## src/rtl/vote_tally_reader_pkg.sv

```systemverilog
// Shared types and defaults for the voting-machine tally reader.
package vote_tally_reader_pkg;

  localparam int NUM_CANDIDATES = 4;
  localparam int COUNT_W        = 8;
  localparam int IDX_W          = 2;

  localparam int unsigned PRESS_CYCLES_DEF = 12;
  localparam int unsigned GAP_CYCLES_DEF   = 4;

  typedef enum logic [2:0] {
    ST_IDLE,
    ST_PRESS,
    ST_SAMPLE,
    ST_RELEASE,
    ST_COMPARE,
    ST_DONE
  } state_t;

  typedef logic [COUNT_W-1:0] count_t;

  // One-hot candidate select line for a given candidate index.
  function automatic logic [NUM_CANDIDATES-1:0] button_sel(input logic [IDX_W-1:0] idx);
    button_sel      = '0;
    button_sel[idx] = 1'b1;
  endfunction

endpackage

```

## src/rtl/tally_max_finder.sv

```systemverilog
// Combinational maximum search over four candidate counts: lowest index wins,
// tie flags a shared maximum.
module tally_max_finder
  import vote_tally_reader_pkg::*;
(
  input  logic [COUNT_W-1:0] count0,
  input  logic [COUNT_W-1:0] count1,
  input  logic [COUNT_W-1:0] count2,
  input  logic [COUNT_W-1:0] count3,
  output logic [IDX_W-1:0]   winner,
  output logic               tie
);

  count_t     vals [NUM_CANDIDATES];
  count_t     max_val;
  logic [2:0] hits;

  assign vals[0] = count0;
  assign vals[1] = count1;
  assign vals[2] = count2;
  assign vals[3] = count3;

  // NOTE: every variable driven here gets a value before any conditional
  // update, so no path leaves it holding state and no latch is inferred.
  always_comb begin
    max_val = vals[0];
    winner  = '0;
    hits    = '0;
    // Strict greater-than keeps the lowest index when counts are equal.
    for (int i = 1; i < NUM_CANDIDATES; i++) begin
      if (vals[i] > max_val) begin
        max_val = vals[i];
        winner  = IDX_W'(i);
      end
    end
    for (int i = 0; i < NUM_CANDIDATES; i++) begin
      if (vals[i] == max_val) hits = hits + 3'd1;
    end
    tie = (hits > 3'd1);
  end

endmodule

```

## src/rtl/vote_tally_reader.sv

```systemverilog
// Steps a voting machine through display mode, pressing each candidate button
// in turn, captures the shown counts and reports the winner.
module vote_tally_reader
  import vote_tally_reader_pkg::*;
#(
  parameter int unsigned PRESS_CYCLES = PRESS_CYCLES_DEF,
  parameter int unsigned GAP_CYCLES   = GAP_CYCLES_DEF
) (
  input  logic               clock,
  input  logic               reset,
  input  logic               start,
  input  logic               abort,
  input  logic [COUNT_W-1:0] led,
  output logic               mode,
  output logic               button1,
  output logic               button2,
  output logic               button3,
  output logic               button4,
  output logic [COUNT_W-1:0] count1,
  output logic [COUNT_W-1:0] count2,
  output logic [COUNT_W-1:0] count3,
  output logic [COUNT_W-1:0] count4,
  output logic [IDX_W-1:0]   winner,
  output logic               tie,
  output logic               busy,
  output logic               done,
  output logic               result_valid
);

  localparam int unsigned PHASE_MAX = (PRESS_CYCLES > GAP_CYCLES) ? PRESS_CYCLES : GAP_CYCLES;
  localparam int          PHASE_W   = $clog2(PHASE_MAX + 1);
  localparam logic [PHASE_W-1:0] PRESS_LAST = PHASE_W'(PRESS_CYCLES - 1);
  localparam logic [PHASE_W-1:0] GAP_LAST   = PHASE_W'(GAP_CYCLES - 1);

  state_t                    state, state_nx;
  logic [IDX_W-1:0]          idx, idx_nx;
  logic [PHASE_W-1:0]        phase, phase_nx;
  logic [NUM_CANDIDATES-1:0] buttons, buttons_nx;
  logic                      mode_nx, busy_nx, done_nx, valid_nx;
  logic                      load_cnt, load_result;
  count_t                    counts [NUM_CANDIDATES];
  logic [IDX_W-1:0]          winner_found;
  logic                      tie_found;

  tally_max_finder u_max_finder (
    .count0 (counts[0]),
    .count1 (counts[1]),
    .count2 (counts[2]),
    .count3 (counts[3]),
    .winner (winner_found),
    .tie    (tie_found)
  );

  always_comb begin
    state_nx    = state;
    idx_nx      = idx;
    phase_nx    = phase;
    valid_nx    = result_valid;
    load_cnt    = 1'b0;
    load_result = 1'b0;

    unique case (state)
      ST_IDLE: begin
        if (start) begin
          state_nx = ST_PRESS;
          idx_nx   = '0;
          phase_nx = '0;
          valid_nx = 1'b0;
        end
      end
      ST_PRESS: begin
        if (phase == PRESS_LAST) begin
          state_nx = ST_SAMPLE;
          phase_nx = '0;
        end else begin
          phase_nx = phase + 1'b1;
        end
      end
      ST_SAMPLE: begin
        load_cnt = 1'b1;
        state_nx = ST_RELEASE;
        phase_nx = '0;
      end
      ST_RELEASE: begin
        if (phase == GAP_LAST) begin
          phase_nx = '0;
          if (idx == IDX_W'(NUM_CANDIDATES - 1)) begin
            state_nx = ST_COMPARE;
          end else begin
            state_nx = ST_PRESS;
            idx_nx   = idx + 1'b1;
          end
        end else begin
          phase_nx = phase + 1'b1;
        end
      end
      ST_COMPARE: begin
        load_result = 1'b1;
        state_nx    = ST_DONE;
      end
      ST_DONE: begin
        state_nx = ST_IDLE;
      end
      default: begin
        state_nx = ST_IDLE;
      end
    endcase

    // Abort wins over everything except IDLE, where start has priority.
    if (abort && (state != ST_IDLE)) begin
      state_nx    = ST_IDLE;
      phase_nx    = '0;
      load_cnt    = 1'b0;
      load_result = 1'b0;
    end

    if (state_nx == ST_DONE) valid_nx = 1'b1;

    // Outputs are decoded from the next state so they register in step with it.
    mode_nx    = (state_nx inside {ST_PRESS, ST_SAMPLE, ST_RELEASE, ST_COMPARE});
    buttons_nx = (state_nx inside {ST_PRESS, ST_SAMPLE}) ? button_sel(idx_nx) : '0;
    busy_nx    = (state_nx != ST_IDLE);
    done_nx    = (state_nx == ST_DONE);
  end

  // NOTE: sequential state uses non-blocking assignments so every flop samples
  // pre-edge values regardless of statement order.
  always_ff @(posedge clock or negedge reset) begin
    if (!reset) begin
      state        <= ST_IDLE;
      idx          <= '0;
      phase        <= '0;
      mode         <= 1'b0;
      buttons      <= '0;
      busy         <= 1'b0;
      done         <= 1'b0;
      result_valid <= 1'b0;
      winner       <= '0;
      tie          <= 1'b0;
    end else begin
      state        <= state_nx;
      idx          <= idx_nx;
      phase        <= phase_nx;
      mode         <= mode_nx;
      buttons      <= buttons_nx;
      busy         <= busy_nx;
      done         <= done_nx;
      result_valid <= valid_nx;
      if (load_result) begin
        winner <= winner_found;
        tie    <= tie_found;
      end
    end
  end

  // NOTE: the count bank is only four bytes and must read zero after reset,
  // so it is reset like ordinary flops rather than treated as RAM.
  always_ff @(posedge clock or negedge reset) begin
    if (!reset) begin
      for (int i = 0; i < NUM_CANDIDATES; i++) counts[i] <= '0;
    end else if (load_cnt) begin
      counts[idx] <= led;
    end
  end

  assign button1 = buttons[0];
  assign button2 = buttons[1];
  assign button3 = buttons[2];
  assign button4 = buttons[3];

  assign count1 = counts[0];
  assign count2 = counts[1];
  assign count3 = counts[2];
  assign count4 = counts[3];

endmodule

```

## config.mk

```make
export PLATFORM = sky130hd
export DESIGN_NAME = vote_tally_reader
export DESIGN_NICKNAME = d
export VERILOG_FILES = /design/src/rtl/vote_tally_reader_pkg.sv /design/src/rtl/tally_max_finder.sv /design/src/rtl/vote_tally_reader.sv
export SDC_FILE = /design/constraint.sdc
export NUM_CORES = 1
export LEC_CHECK = 0
export BUFFER_PORTS_ARGS = -buffer_cell sky130_fd_sc_hd__buf_2
export CAP_MARGIN = 20
export CELL_PAD_IN_SITES_DETAIL_PLACEMENT = 0
export CELL_PAD_IN_SITES_GLOBAL_PLACEMENT = 1
export CORE_MARGIN = 8
export CORE_UTILIZATION = 45
export CTS_BUF_LIST = sky130_fd_sc_hd__clkbuf_2 sky130_fd_sc_hd__clkbuf_4 sky130_fd_sc_hd__clkbuf_8
export DETAILED_ROUTE_END_ITERATION = 10
export GPL_TIMING_DRIVEN = 0
export PLACE_DENSITY = 0.85
export SLEW_MARGIN = 10
export SYNTH_ARGS = -nofsm -noshare
export SYNTH_HDL_FRONTEND = slang
export SYNTH_SLANG_ARGS = --single-unit
```

## constraint.sdc

```tcl
create_clock -name clock -period 10.1 [get_ports clock]
set_clock_uncertainty 0.15 [all_clocks]
set_input_delay 1.01 -clock clock [delete_from_list [all_inputs] [get_ports clock]]
set_output_delay 1.01 -clock clock [all_outputs]
set_load 0.01 [all_outputs]
```

==> Flow_metrics.wiki <==
{| class="wikitable"
! Metric !! Value
|-
| Run status || completed
|-
| Total global-route track usage || 17.46%
|-
| HPWL after detailed placement || 7.719 mm
|-
| DR DRC count || 0
|-
| Slowest CP cell || sky130_fd_sc_hd__a211oi_2
|-
| Most frequently used flop master after synthesis || sky130_fd_sc_hd__dfrtp_1
|-
| MaxCap Viol Count || 0
|-
| Top cells by count, synth || sky130_fd_sc_hd__dfrtp_1, sky130_fd_sc_hd__xnor2_1, sky130_fd_sc_hd__ha_1
|-
| Syn-to-layout area delta || 13.69%
|-
| Arrival time at the worst endpoint || 7.70 ns
|-
| Clk Latency, worst-skew pair || 0.30 ns
|-
| Top-area cell type share of the netlist area || 34.30%
|-
| Sequential-to-total area share from yosys stat || 34.30%
|-
| Wire length of the first global-routing pass || 16.08 mm
|-
| Longest individual stage delay on the worst path || 0.65 ns
|-
| Critical Path Start Type || register
|-
| Mapped Nets || 425
|-
| Critical Path RT || 10.13 ns
|-
| Clock buffer depth || 2
|-
| Final antenna-violating net count || 0
|-
| CTS clock-pin slew for the worst setup and hold paths || 0.09 ns
|-
| Die ar. || 0.01162 mm2
|-
| Fillers || 785
|-
| H-tree level count || 2
|-
| Post-Synthesis Cell Area || 0.003794 mm2
|-
| Power after layout || 0.0003938 W
|-
| Vias after detailed routing || 3069
|-
| Top cells by area in the synthesized netlist || sky130_fd_sc_hd__dfrtp_1, sky130_fd_sc_hd__xnor2_1, sky130_fd_sc_hd__ha_1
|-
| Number of clock buffers inserted by TritonCTS || 5
|-
| Power density of the placed cells || 91.32 mW/mm2
|-
| Most frequently used cell type in the post-synthesis netlist || sky130_fd_sc_hd__dfrtp_1
|-
| Static leakage || 2.241 nW
|-
| Average vias per placed instance || 5.550
|-
| Critical setup path kind || reg2reg
|-
| Final Hold Violating Endpoints || 0
|-
| Final setup vio count || 0
|-
| DRT Pass-1 Iters || 4
|-
| Total I/O pin count || 55
|-
| Standard-cell row count || 33
|-
| Unique masters post-synth || 52
|-
| Pin count of the biggest net entering global routing || 31
|-
| Post-route clock period utilization || 75.97%
|-
| Unrepaired setup endpoints after global routing || false
|-
| Antenna fix cells || 0
|-
| Die span in y || 107.8 um
|-
| Drt first-iter violations || 108
|-
| Final wirelength || 9.529 mm
|-
| Clock tree root driver cell || sky130_fd_sc_hd__clkbuf_8
|-
| Chip Width || 107.8 um
|-
| Worst vdd rail ir drop || 0.00009634 V
|-
| TritonCTS sink count || 52
|-
| Timing-limited maximum frequency || 130.3 MHz
|-
| TNS Setup || 0 ns
|-
| Min Tclk post-route || 7.673 ns
|-
| Number of pins exceeding their max-slew limit in the final report || 0
|-
| Register bit total from synthesis || 52
|-
| Synthesized instance count || 385
|-
| Count of flip-flops with a built-in enable after synthesis || 0
|-
| Gpl congestion || 0.8410
|-
| Via count of the first global-routing pass || 3121
|-
| Biggest fanout along the worst timing path || 10
|-
| Antenna violations before repair || 0
|-
| Resized cells post-CTS || 0
|-
| # port buffers || 54
|-
| Most used cell along the critical path || sky130_fd_sc_hd__ha_1
|-
| Worst-Margin Slew || 0.7189 ns
|-
| Core region area || 0.008175 mm2
|-
| Post-Syn Area per Cell || 9.854 um2
|-
| Kind of end point of the critical path || register
|-
| Remaining Overflow, GRT || 0
|-
| End-of-flow core utilization || 52.75%
|-
| CTS tree || yes
|-
| Cts hold-fix bufs || 0
|-
| Dominant cell type by area after synthesis || sky130_fd_sc_hd__dfrtp_1
|-
| Fraction of layout instances using a drive strength above 1 || 25.89%
|-
| Yosys Warn Count || 0
|-
| Ys async rst share || 100.0%
|-
| Final net count || 487
|-
| Effective utilization at floorplan || 46.40%
|-
| Headroom to the max-slew limit || 51.90%
|-
| Setup repair bufs after CTS || 0
|-
| Hold crit path type || reg2reg
|-
| WL/cell || 17.23 um
|}
-- layout by cell type (no fill, tap or decap), types with 3 or more instances in the layout --
cell                        n
sky130_fd_sc_hd__mux2i_1    4
sky130_fd_sc_hd__nor2_1    24
sky130_fd_sc_hd__xnor2_1   42
sky130_fd_sc_hd__nor3_1     6
sky130_fd_sc_hd__ha_1      28
sky130_fd_sc_hd__mux2i_4    4
sky130_fd_sc_hd__a31oi_2    7
sky130_fd_sc_hd__o21ai_1    7
sky130_fd_sc_hd__nand3_1    9
sky130_fd_sc_hd__and2_1     7
sky130_fd_sc_hd__mux2_2    24
sky130_fd_sc_hd__o21a_1     3
sky130_fd_sc_hd__buf_2     55
sky130_fd_sc_hd__inv_1     20
sky130_fd_sc_hd__nand4_1   14
sky130_fd_sc_hd__nor2b_1   10
sky130_fd_sc_hd__a21oi_1   19
sky130_fd_sc_hd__o21ai_0   18
sky130_fd_sc_hd__clkbuf_1   4
sky130_fd_sc_hd__nand2_1   26
sky130_fd_sc_hd__mux2i_2    4
sky130_fd_sc_hd__a21o_1     3
sky130_fd_sc_hd__nor4_1     3
sky130_fd_sc_hd__xor2_1    10
sky130_fd_sc_hd__dfrtp_1   52
sky130_fd_sc_hd__clkbuf_8   6
-- state kept, by name (all words and copies together), names as in the netlist --
signal,cells
buttons,4
winner,2
tie,1
mode,1
state,3
phase,4
done,1
count1,8
idx,2
count3,8
count2,8
busy,1
result_valid,1
count4,8
-- layout make-up --
type	count	area [um2]	area share (%)
buffer	9	57.56	1.334
clock buffer	7	90.09	2.089
clock inverter	1	7.507	0.1741
inverter	20	75.07	1.741
multi-input combinational	304	2360	54.71
sequential	52	1301	30.17
tap	105	131.4	3.046
timing repair buffer	55	290.3	6.730
-- logic make-up after synthesis --
group,after synthesis,synth area share (%)
multiplexers,36,12.01
adder cells (fa/ha/maj),28,9.235
AO/OA/AOI/OAI,74,13.29
buffers and inverters,29,3.496
flip-flops,52,34.30
AND/OR/NAND/NOR,114,15.67
XOR/XNOR,52,12.01
-- layer usage --
| metal | routed length (um) | up-vias | track usage (%) |
|---|---|---|---|
| li1 | - | 1496 | - |
| met1 | 4190 | 1470 | 23.05 |
| met2 | 4588 | 87 | 27.72 |
| met3 | 574 | 16 | 3.293 |
| met4 | 176 | 0 | 6.343 |
| met5 | 0 | - | 0 |
-- worst max-delay path, delay by kind of cell, from the launching register on --
kind,cells,cell delay (ns)
compound gates,9,2.42
fa+ha+maj,5,1.50
simple gates,8,1.38
buf+inv,5,0.89
flops,1,0.51
mux,2,0.44
xor+xnor,2,0.23
-- path summary, 6_finish.rpt --
check,start,end,slack (ns),cells after the start
max in group asynchronous,reset,mode,8.75,2
worst max register to register,count1[7],tie,2.43,31
worst min-delay path,winner[1],winner[1],0.33,2
worst min register to register,winner[1],winner[1],0.33,2
worst max-delay path,count1[7],tie,2.43,31
min in group asynchronous,reset,count2[6],0.52,1
-- report_power, final --
group	total (W)	internal (W)	switching (W)
registers	0.000223	0.000215	0.00000809
logic	0.0000484	0.0000212	0.0000272
clock network	0.000122	0.0000584	0.0000638
-- through the flow --
step / hold WS (ns) / instances / setup slack [ns] / instance area (um2)
final: 0.3262 / 553 / 2.427 / 4313
after global routing: 0.3630 / 553 / 1.857 / 4313
after CTS: 0.3374 / 553 / 2.451 / 4313
after detailed placement: 0.3157 / 545 / 2.493 / 4215
after global placement: 0.3060 / 544 / 2.611 / 4195
after floorplan: 0.3570 / 385 / 3.442 / 3794
Note: power is estimated with default switching activity, not from simulation.
